**config.mk**
```make
export PLATFORM = sky130hd
export DESIGN_NAME = alu_exec_unit_flat
export DESIGN_NICKNAME = d
export VERILOG_FILES = /design/src/rtl/alu_exec_if.sv /design/src/rtl/alu_exec_unit.sv /design/src/flat_wrapper.sv
export SDC_FILE = /design/constraint.sdc
export NUM_CORES = 1
export LEC_CHECK = 0
export ABC_AREA = 0
export CAP_MARGIN = 20
export CORE_ASPECT_RATIO = 0.7
export CORE_UTILIZATION = 65
export CTS_CLUSTER_DIAMETER = 30
export CTS_CLUSTER_SIZE = 28
export DETAILED_ROUTE_END_ITERATION = 10
export GPL_TIMING_DRIVEN = 0
export PLACE_DENSITY = 0.86
export SETUP_SLACK_MARGIN = 0.1
export SLEW_MARGIN = 15
export SYNTH_ARGS = -nofsm -noshare
export SYNTH_HDL_FRONTEND = slang
export SYNTH_SLANG_ARGS = --single-unit
```
**constraint.sdc**
```tcl
create_clock -name clk -period 8.05 [get_ports clk]
set_clock_uncertainty 0.2 [all_clocks]
set_input_delay 1.2075 -clock clk [delete_from_list [all_inputs] [get_ports clk]]
set_output_delay 1.2075 -clock clk [all_outputs]
set_load 0.02 [all_outputs]
```
**src/rtl/alu_exec_if.sv**
```systemverilog
// Handshake bundle for alu_exec_unit: command channel in, result channel out.
// The consumer-facing side of the unit is the slave modport.
interface alu_exec_if #(
    parameter int N = 16
) ();
    logic         in_valid;
    logic         in_ready;
    logic [1:0]   alu_op;
    logic [N-1:0] operand_a;
    logic [N-1:0] operand_b;
    logic         out_valid;
    logic         out_ready;
    logic [N-1:0] result;
    logic         zero_flag;
    logic         carry_flag;

    modport slave (
        input  in_valid, alu_op, operand_a, operand_b, out_ready,
        output in_ready, out_valid, result, zero_flag, carry_flag
    );

    modport master (
        output in_valid, alu_op, operand_a, operand_b, out_ready,
        input  in_ready, out_valid, result, zero_flag, carry_flag
    );
endinterface

```
**src/rtl/alu_exec_unit.sv**
```systemverilog
// Valid/ready ALU: single-cycle ADD/SUB/AND, N-cycle shift-add MUL,
// result and flags held in DONE until the consumer takes them.
module alu_exec_unit #(
    parameter int N = 16
) (
    input  logic      clk,
    input  logic      rst,
    alu_exec_if.slave bus
);
    localparam int CW = $clog2(N) + 1;

    typedef enum logic [1:0] {
        S_IDLE = 2'd0,
        S_MUL  = 2'd1,
        S_DONE = 2'd2
    } state_t;

    state_t         r_state;
    logic [2*N-1:0] r_acc;
    logic [2*N-1:0] r_mcand;
    logic [N-1:0]   r_mplier;
    logic [CW-1:0]  r_cnt;
    logic [N-1:0]   r_result;
    logic           r_zero;
    logic           r_carry;
    logic           r_out_valid;

    logic [N:0]     w_sum;
    logic [N:0]     w_diff;
    logic [N-1:0]   w_alu_res;
    logic           w_alu_carry;
    logic [2*N-1:0] w_acc_next;

    // Single-cycle operations; bit N of the (N+1)-bit difference is the borrow.
    always_comb begin
        w_sum       = {1'b0, bus.operand_a} + {1'b0, bus.operand_b};
        w_diff      = {1'b0, bus.operand_a} - {1'b0, bus.operand_b};
        w_alu_res   = '0;
        w_alu_carry = 1'b0;
        case (bus.alu_op)
            2'd0: begin
                w_alu_res   = w_sum[N-1:0];
                w_alu_carry = w_sum[N];
            end
            2'd1: begin
                w_alu_res   = w_diff[N-1:0];
                w_alu_carry = w_diff[N];
            end
            2'd2: begin
                w_alu_res   = bus.operand_a & bus.operand_b;
                w_alu_carry = 1'b0;
            end
            default: begin
                w_alu_res   = '0;
                w_alu_carry = 1'b0;
            end
        endcase
    end

    // One shift-add step: add the shifted multiplicand when the current multiplier LSB is set.
    always_comb begin
        if (r_mplier[0]) begin
            w_acc_next = r_acc + r_mcand;
        end else begin
            w_acc_next = r_acc;
        end
    end

    assign bus.in_ready   = (r_state == S_IDLE) && !rst;
    assign bus.out_valid  = r_out_valid;
    assign bus.result     = r_result;
    assign bus.zero_flag  = r_zero;
    assign bus.carry_flag = r_carry;

    // Control FSM with datapath registers; reset discards any in-flight command.
    always_ff @(posedge clk) begin
        if (rst) begin
            r_state     <= S_IDLE;
            r_acc       <= '0;
            r_mcand     <= '0;
            r_mplier    <= '0;
            r_cnt       <= '0;
            r_result    <= '0;
            r_zero      <= 1'b0;
            r_carry     <= 1'b0;
            r_out_valid <= 1'b0;
        end else begin
            case (r_state)
                S_IDLE: begin
                    if (bus.in_valid) begin
                        if (bus.alu_op == 2'd3) begin
                            r_acc    <= '0;
                            r_mcand  <= {{N{1'b0}}, bus.operand_a};
                            r_mplier <= bus.operand_b;
                            r_cnt    <= '0;
                            r_state  <= S_MUL;
                        end else begin
                            r_result    <= w_alu_res;
                            r_zero      <= (w_alu_res == '0);
                            r_carry     <= w_alu_carry;
                            r_out_valid <= 1'b1;
                            r_state     <= S_DONE;
                        end
                    end else begin
                        r_state <= S_IDLE;
                    end
                end
                S_MUL: begin
                    r_acc    <= w_acc_next;
                    r_mcand  <= r_mcand << 1;
                    r_mplier <= r_mplier >> 1;
                    r_cnt    <= r_cnt + CW'(1);
                    if (r_cnt == CW'(N - 1)) begin
                        r_result    <= w_acc_next[N-1:0];
                        r_zero      <= (w_acc_next[N-1:0] == '0);
                        r_carry     <= |w_acc_next[2*N-1:N];
                        r_out_valid <= 1'b1;
                        r_state     <= S_DONE;
                    end else begin
                        r_state <= S_MUL;
                    end
                end
                S_DONE: begin
                    if (bus.out_ready) begin
                        r_out_valid <= 1'b0;
                        r_state     <= S_IDLE;
                    end else begin
                        r_state <= S_DONE;
                    end
                end
                default: begin
                    r_out_valid <= 1'b0;
                    r_state     <= S_IDLE;
                end
            endcase
        end
    end
endmodule
```
**src/flat_wrapper.sv**
```systemverilog
// flat-port wrapper written by rule: the top's interface ports become plain ports
module alu_exec_unit_flat 
#(
    parameter int N = 16
)
  (clk, rst, bus_in_valid, bus_alu_op, bus_operand_a, bus_operand_b, bus_out_ready, bus_in_ready, bus_out_valid, bus_result, bus_zero_flag, bus_carry_flag);
  alu_exec_if #(.N(N)) bus_i ();
  input  logic clk;
  input  logic rst;
  input wire logic [$bits(bus_i.in_valid)-1:0] bus_in_valid;
  input wire logic [$bits(bus_i.alu_op)-1:0] bus_alu_op;
  input wire logic [$bits(bus_i.operand_a)-1:0] bus_operand_a;
  input wire logic [$bits(bus_i.operand_b)-1:0] bus_operand_b;
  input wire logic [$bits(bus_i.out_ready)-1:0] bus_out_ready;
  output wire logic [$bits(bus_i.in_ready)-1:0] bus_in_ready;
  output wire logic [$bits(bus_i.out_valid)-1:0] bus_out_valid;
  output wire logic [$bits(bus_i.result)-1:0] bus_result;
  output wire logic [$bits(bus_i.zero_flag)-1:0] bus_zero_flag;
  output wire logic [$bits(bus_i.carry_flag)-1:0] bus_carry_flag;
  assign bus_i.in_valid = bus_in_valid;
  assign bus_i.alu_op = bus_alu_op;
  assign bus_i.operand_a = bus_operand_a;
  assign bus_i.operand_b = bus_operand_b;
  assign bus_i.out_ready = bus_out_ready;
  assign bus_in_ready = bus_i.in_ready;
  assign bus_out_valid = bus_i.out_valid;
  assign bus_result = bus_i.result;
  assign bus_zero_flag = bus_i.zero_flag;
  assign bus_carry_flag = bus_i.carry_flag;
  alu_exec_unit #(.N(N)) u_core (.clk(clk), .rst(rst), .bus(bus_i));
endmodule
```
Yosys cells after proc, flatten, opt, wreduce, memory -nomap -nowiden
Cells that the tools add are included. Widths: inputs -> output; s select.

$add $sub $neg: 4. $mul: 0. Div/mod/pow operators: 0. $lt $le $gt $ge: 0. Eq/ne operators: 11. Shift operators: 0. Mux-type cells: 37. Bitwise operators: 1. Reduce and logical (&&, ||, !) cells: 11.

Operator list (count): $mux 32 (5); $pmux 32 s2 (2); $mux 16 (5); $pmux 16 s2 (2); $pmux 16 s3 (1); $add 32x32->32 (1); $logic_not 16->1 (2); $add 16x16->17 (1); $sub 16x16->17 (1); $and 16x16->16 (1); $reduce_or 16->1 (1); $mux 1 (10); $mux 5 (2); $pmux 5 s2 (1); $mux 2 (4); $ne 2x2->1 const B (4); $reduce_and 4->1 (2); $eq 2x2->1 const B (3); $pmux 1 s2 (3); $pmux 2 s3 (1); $add 5x1->5 const B (1); $eq 5x4->1 const B (1); $eq 2x1->1 const B (2); $logic_not 2->1 (2); other kinds (6) (6).

Flip-flop bits (word level): 106. Latch bits: 0. Bits in writable memories: 0. Bits in read-only memories: 0. Input bits: 38. Output and inout bits: 20. Logic and storage cells: 73. Memories: 0.

Logic depth before layout (Yosys ltp)
Depth after elaboration: 6. Mapped depth: 13. Gate-level depth less buffers: 13.

Worst setup path after synthesis
Ideal clock, no wire load.

Path type: input to register. Start point: input bus_operand_b[0]. End point: register u_core.r_zero (netlist: u_core.bus.zero_flag). Setup time: 0.059 ns. Arrival time: 3.637 ns. Required time: 7.791 ns. Setup slack: 4.154 ns. Stages on the path: 13. Buffers on the path: 0. Cell sequence: ha_1 inv_1 fa_1 o21ba_2 or4_1 nand3_1 a31oi_1 and2_0 o21a_1 a221oi_1 nand4_1 nor4_1 a31o_1.

Word-level cells in the longest chain between the ends: 6. Elaborated cells between the ends (all ways): 8. Classes of those cells: add/sub: 2; mux: 4; bitwise: 1; reduce/logical: 1.

Ends and longest elaborated chain: start, declared (line flat_wrapper.sv:13) `input wire logic [$bits(bus_i.operand_b)-1:0] bus_operand_b;`; $sub 16x16->17, or another cell as far along (line alu_exec_unit.sv:37) `w_diff = {1'b0, bus.operand_a} - {1'b0, bus.operand_b};`; $pmux 16 s3 * (line alu_exec_unit.sv:40) `case (bus.alu_op)`; $logic_not 16->1 * (line alu_exec_unit.sv:99) `r_zero <= (w_alu_res == '0);`; $mux 1 * (line alu_exec_unit.sv:91) `if (bus.alu_op == 2'd3) begin`; $mux 1 * (line alu_exec_unit.sv:90) `if (bus.in_valid) begin`; $pmux 1 s2 * (line alu_exec_unit.sv:88) `case (r_state)`; end signal, assigned (line alu_exec_unit.sv:99); end signal, assigned (line alu_exec_unit.sv:115) `r_zero <= (w_acc_next[N-1:0] == '0);`; end, declared (line alu_exec_unit.sv:24) `logic r_zero;`.

Mark *: on every way between the ends. The rest lies on a longest branch, timed or not. The select of a mux whose other input is x is not followed. A chain may end at the register's enable or synchronous reset.

Final worst setup path
Same ends and word-level chain as after synthesis.

==> flow_summary.json <==
{
  "totalWireLength_um": 26400,
  "finish.cell_count_without_fillers": 1310,
  "syn-mean-instance-area_um2": 7.41,
  "share_of_the_yosys_chip_area_belonging_to_registers": 0.265,
  "path_class": "input pin to register",
  "maxcap_violations": 0,
  "maxSlewHeadroom": 0.240,
  "setup-tns-final_ps": 0,
  "core_area_mm2": 0.0119,
  "r2r.worst_path.cells": 12,
  "insertion_delay_ps": 360,
  "power.share.sequential": 0.418,
  "antenna_violations_before_repair": 0,
  "cts.path.max_buffers": 2,
  "antenna_cells": 0,
  "cts_repair_resize_count": 0,
  "detail_route.first_pass.iterations": 6,
  "htreeDepth": 3,
  "hold_start": "u_core.bus.result[2]$_SDFFE_PP0P_",
  "critical_path.endpoint_type": "register",
  "placement_rows": 33,
  "clk_pin_slew_worst_paths_ps": 70,
  "holdPathEnd": "u_core.bus.result[2]$_SDFFE_PP0P_",
  "leakage_nw": 3.73,
  "grt_util_met2": 0.578,
  "fillerInstances": 936,
  "total_switching_power_mw": 0.457,
  "synthDistinctLibCells": 64,
  "finalCritPeriodShare": 0.605,
  "critPathLaunchType": "input pin",
  "detail-route-antenna-nets": 0,
  "placedInstanceArea_mm2": 0.00877,
  "finalCriticalPeriod_ps": 4870,
  "seq_area_mm2": 0.00212,
  "grt_pass1_vias": 7410,
  "fmax_mhz": 205,
  "ys_async_sr_fraction": 0,
  "route.detailed.drc": 0,
  "io-pin-count": 58,
  "synth_cells": 1082,
  "p_sw_frac": 0.340,
  "total_power_mw": 1.34,
  "syn_nets": 1189,
  "cts_buffers": 9,
  "power.internal_mw": 0.888,
  "syn_area_mm2": 0.00802,
  "worst-r2r-setup-slack_ps": 3850,
  "post_synth_main_area_contributors": "dfxtp_1 26%, ha_1 10%, nand2_1 6.5%",
  "whs_ps": 269,
  "netlist.top_cell.by_area": "dfxtp_1",
  "hpwlAfterDp_um": 20700,
  "vias": 8599,
  "grt_max_degree": 21,
  "grt_util_all_layers": 0.417,
  "met1_use_gr": 0.621,
  "grt_pass1_wl_um": 40500,
  "hold_depth": 2,
  "critical_path.reg2reg.endpoint": "u_core.bus.carry_flag$_SDFFE_PP0P_",
  "cts_hold_buf": 0,
  "final_design_area_no_fill_mm2": 0.00907,
  "cts.sinks": 106,
  "outcome": "complete, no violations",
  "vdd.ir_drop.worst_v": 0.000128,
  "globalRouteMet3Util": 0.134,
  "report.final.slew_viol_count": 0,
  "synth-seq-cells": 106,
  "area_delta_synth_final_pct": 13.0,
  "synthDominantCellAreaShare": 0.265,
  "worstPathMaxFanout": 4,
  "cts-root-buf": "clkbuf_16",
  "drtIter0Drc": 1156,
  "grt.overflow.total": 0,
  "grt_most_used_layer": "met1",
  "tritoncts": "done",
  "post-place-cells": 1294,
  "setup.worst_path.start": "bus_operand_b[0]",
  "port_buffers": 55,
  "count_of_yosys_warnings_during_synthesis": 0,
  "post-cts-setup-buffers": 0,
  "wl_per_cell_um": 20.1,
  "layout.nets": 1255,
  "min_path_type": "register to register",
  "synth_enable_flop_cells": 0,
  "multi_input_comb_area_mm2": 0.00543,
  "timing.final.setup_violations": 0,
  "worst-slew-pin-transition_ps": 1130,
  "share_clk_of_total_power": 0.336,
  "post_synth_top_flop": "dfxtp_1",
  "floorplan.die.height_um": 94.9,
  "routabilityCongestion": 0.985,
  "timing.critical_path.required_ps": 8150,
  "drive_gt1_frac": 0.0408,
  "place_worst_setup_slack_ps": 3000,
  "finalHoldViolCount": 0,
  "postLayoutCoreUtil": 0.765,
  "design.die.area_mm2": 0.0128,
  "regToRegStartpoint": "u_core.r_mcand[8]$_SDFFE_PP0P_",
  "powerDensity_mw_per_mm2": 148,
  "final_critical_path_setup_slack_ps": 3180,
  "die_x_um": 135,
  "cp_data_arrival_time_ps": 4970,
  "combinational_share_of_power": 0.246,
  "route.detailed.vias_per_inst": 6.56,
  "rsz0062_at_grt": "false",
  "effective_utilization_at_floorplan": 0.677
}
-- layout by cell type, fill, tap and decap left out, types with 6 or more instances in the layout --
cell and count:
clkdlybuf4s50_1 55, nand2b_1 7, nor2_1 137, a22oi_1 41
a311oi_1 32, o21a_1 9, a21o_1 27, a211oi_1 15
nor3_1 30, buf_2 6, o21ai_0 49, clkbuf_1 60
nand4_1 11, clkbuf_16 9, a31oi_1 10, a21oi_1 93
dfxtp_1 106, xnor2_1 25, nor2b_1 12, o31ai_1 6
buf_1 6, o21bai_1 11, ha_1 66, mux2_2 14
nand2_1 138, inv_1 46, xor2_1 15, nand3_1 18
mux2i_1 14
-- worst max-delay path, cell delays in order --
cell	delay (ps)
clkdlybuf4s50_1	630
ha_1	220
inv_1	70
fa_1	390
o21ba_2	230
or4_1	420
nand3_1	200
a31oi_1	200
and2_0	210
o21a_1	180
a221oi_1	410
nand4_1	180
nor4_1	240
a31o_1	180
-- routing by layer --
metal  vias up  part of all wire
met5         -                 0
met4         0             0.013
met3        36              0.15
met2       579              0.39
met1      3957              0.44
li1       4027                 -
-- cells in the mapped netlist, types with 4 or more instances --
| cell type | instances |
|---|---|
| a311oi_1 | 32 |
| dfxtp_1 | 106 |
| nor3_1 | 30 |
| a21o_1 | 27 |
| inv_1 | 46 |
| clkbuf_1 | 60 |
| nand2b_1 | 7 |
| o21a_1 | 9 |
| xnor2_1 | 25 |
| o211ai_1 | 5 |
| nor2b_1 | 12 |
| nand4_1 | 11 |
| xor2_1 | 15 |
| a21oi_1 | 93 |
| or2_2 | 4 |
| a22oi_1 | 41 |
| ha_1 | 66 |
| o21ai_0 | 49 |
| and2_1 | 4 |
| a211oi_1 | 15 |
| buf_2 | 6 |
| mux2i_1 | 14 |
| a221oi_1 | 5 |
| o31ai_1 | 6 |
| or4_1 | 5 |
| nand2_1 | 138 |
| nor4_1 | 5 |
| nor2_1 | 137 |
| mux2_2 | 14 |
| or3_1 | 5 |
| o21bai_1 | 11 |
| nand3_1 | 18 |
| a31oi_1 | 10 |
| buf_1 | 6 |
-- worst max-delay path by stage --
stage	to	slack, ps	depth (start not counted)
3_3_place_gp	u_core.bus.zero_flag$_SDFFE_PP0P_	2990	14
4_1_cts	u_core.bus.zero_flag$_SDFFE_PP0P_	3300	14
2_1_floorplan	u_core.bus.zero_flag$_SDFFE_PP0P_	4150	13
3_5_place_dp	u_core.bus.zero_flag$_SDFFE_PP0P_	3000	14
6_report	u_core.bus.zero_flag$_SDFFE_PP0P_	3180	14
5_1_grt	u_core.bus.zero_flag$_SDFFE_PP0P_	2970	14
-- final cells by class --
class,count,area share
clock buffers,9,0.0248
repair buffers,55,0.0607
well taps,157,0.0217
clock inverters,7,0.00800
inverters,47,0.0195
multi-input cells,855,0.599
flip-flops and latches,106,0.234
plain buffers,74,0.0327
-- flip-flops by register name, indices dropped and copies added, names as in the netlist --
signal / count
u_core.bus.carry_flag: 1
u_core.r_mcand: 32
u_core.r_cnt: 5
u_core.r_mplier: 16
u_core.r_acc: 32
u_core.bus.zero_flag: 1
u_core.bus.out_valid: 1
u_core.bus.result: 16
u_core.r_state: 2
-- kinds of logic after synthesis --
logic type | share of synthesized area
fa+ha+maj | 0.110
mux | 0.0371
simple gates | 0.211
compound gates | 0.274
buf+inv | 0.0590
flops | 0.265
xor+xnor | 0.0437
-- power by group through the flow --
stage,clock (mW),sequential [mW],combinational [mW]
global placement,0,0.574,0.313
detailed placement,0,0.574,0.315
global route,0.471,0.565,0.355
CTS,0.448,0.562,0.318
floorplan,0,0.576,0.203
finish,0.452,0.563,0.330
Note: power is estimated with default switching activity, not from simulation.
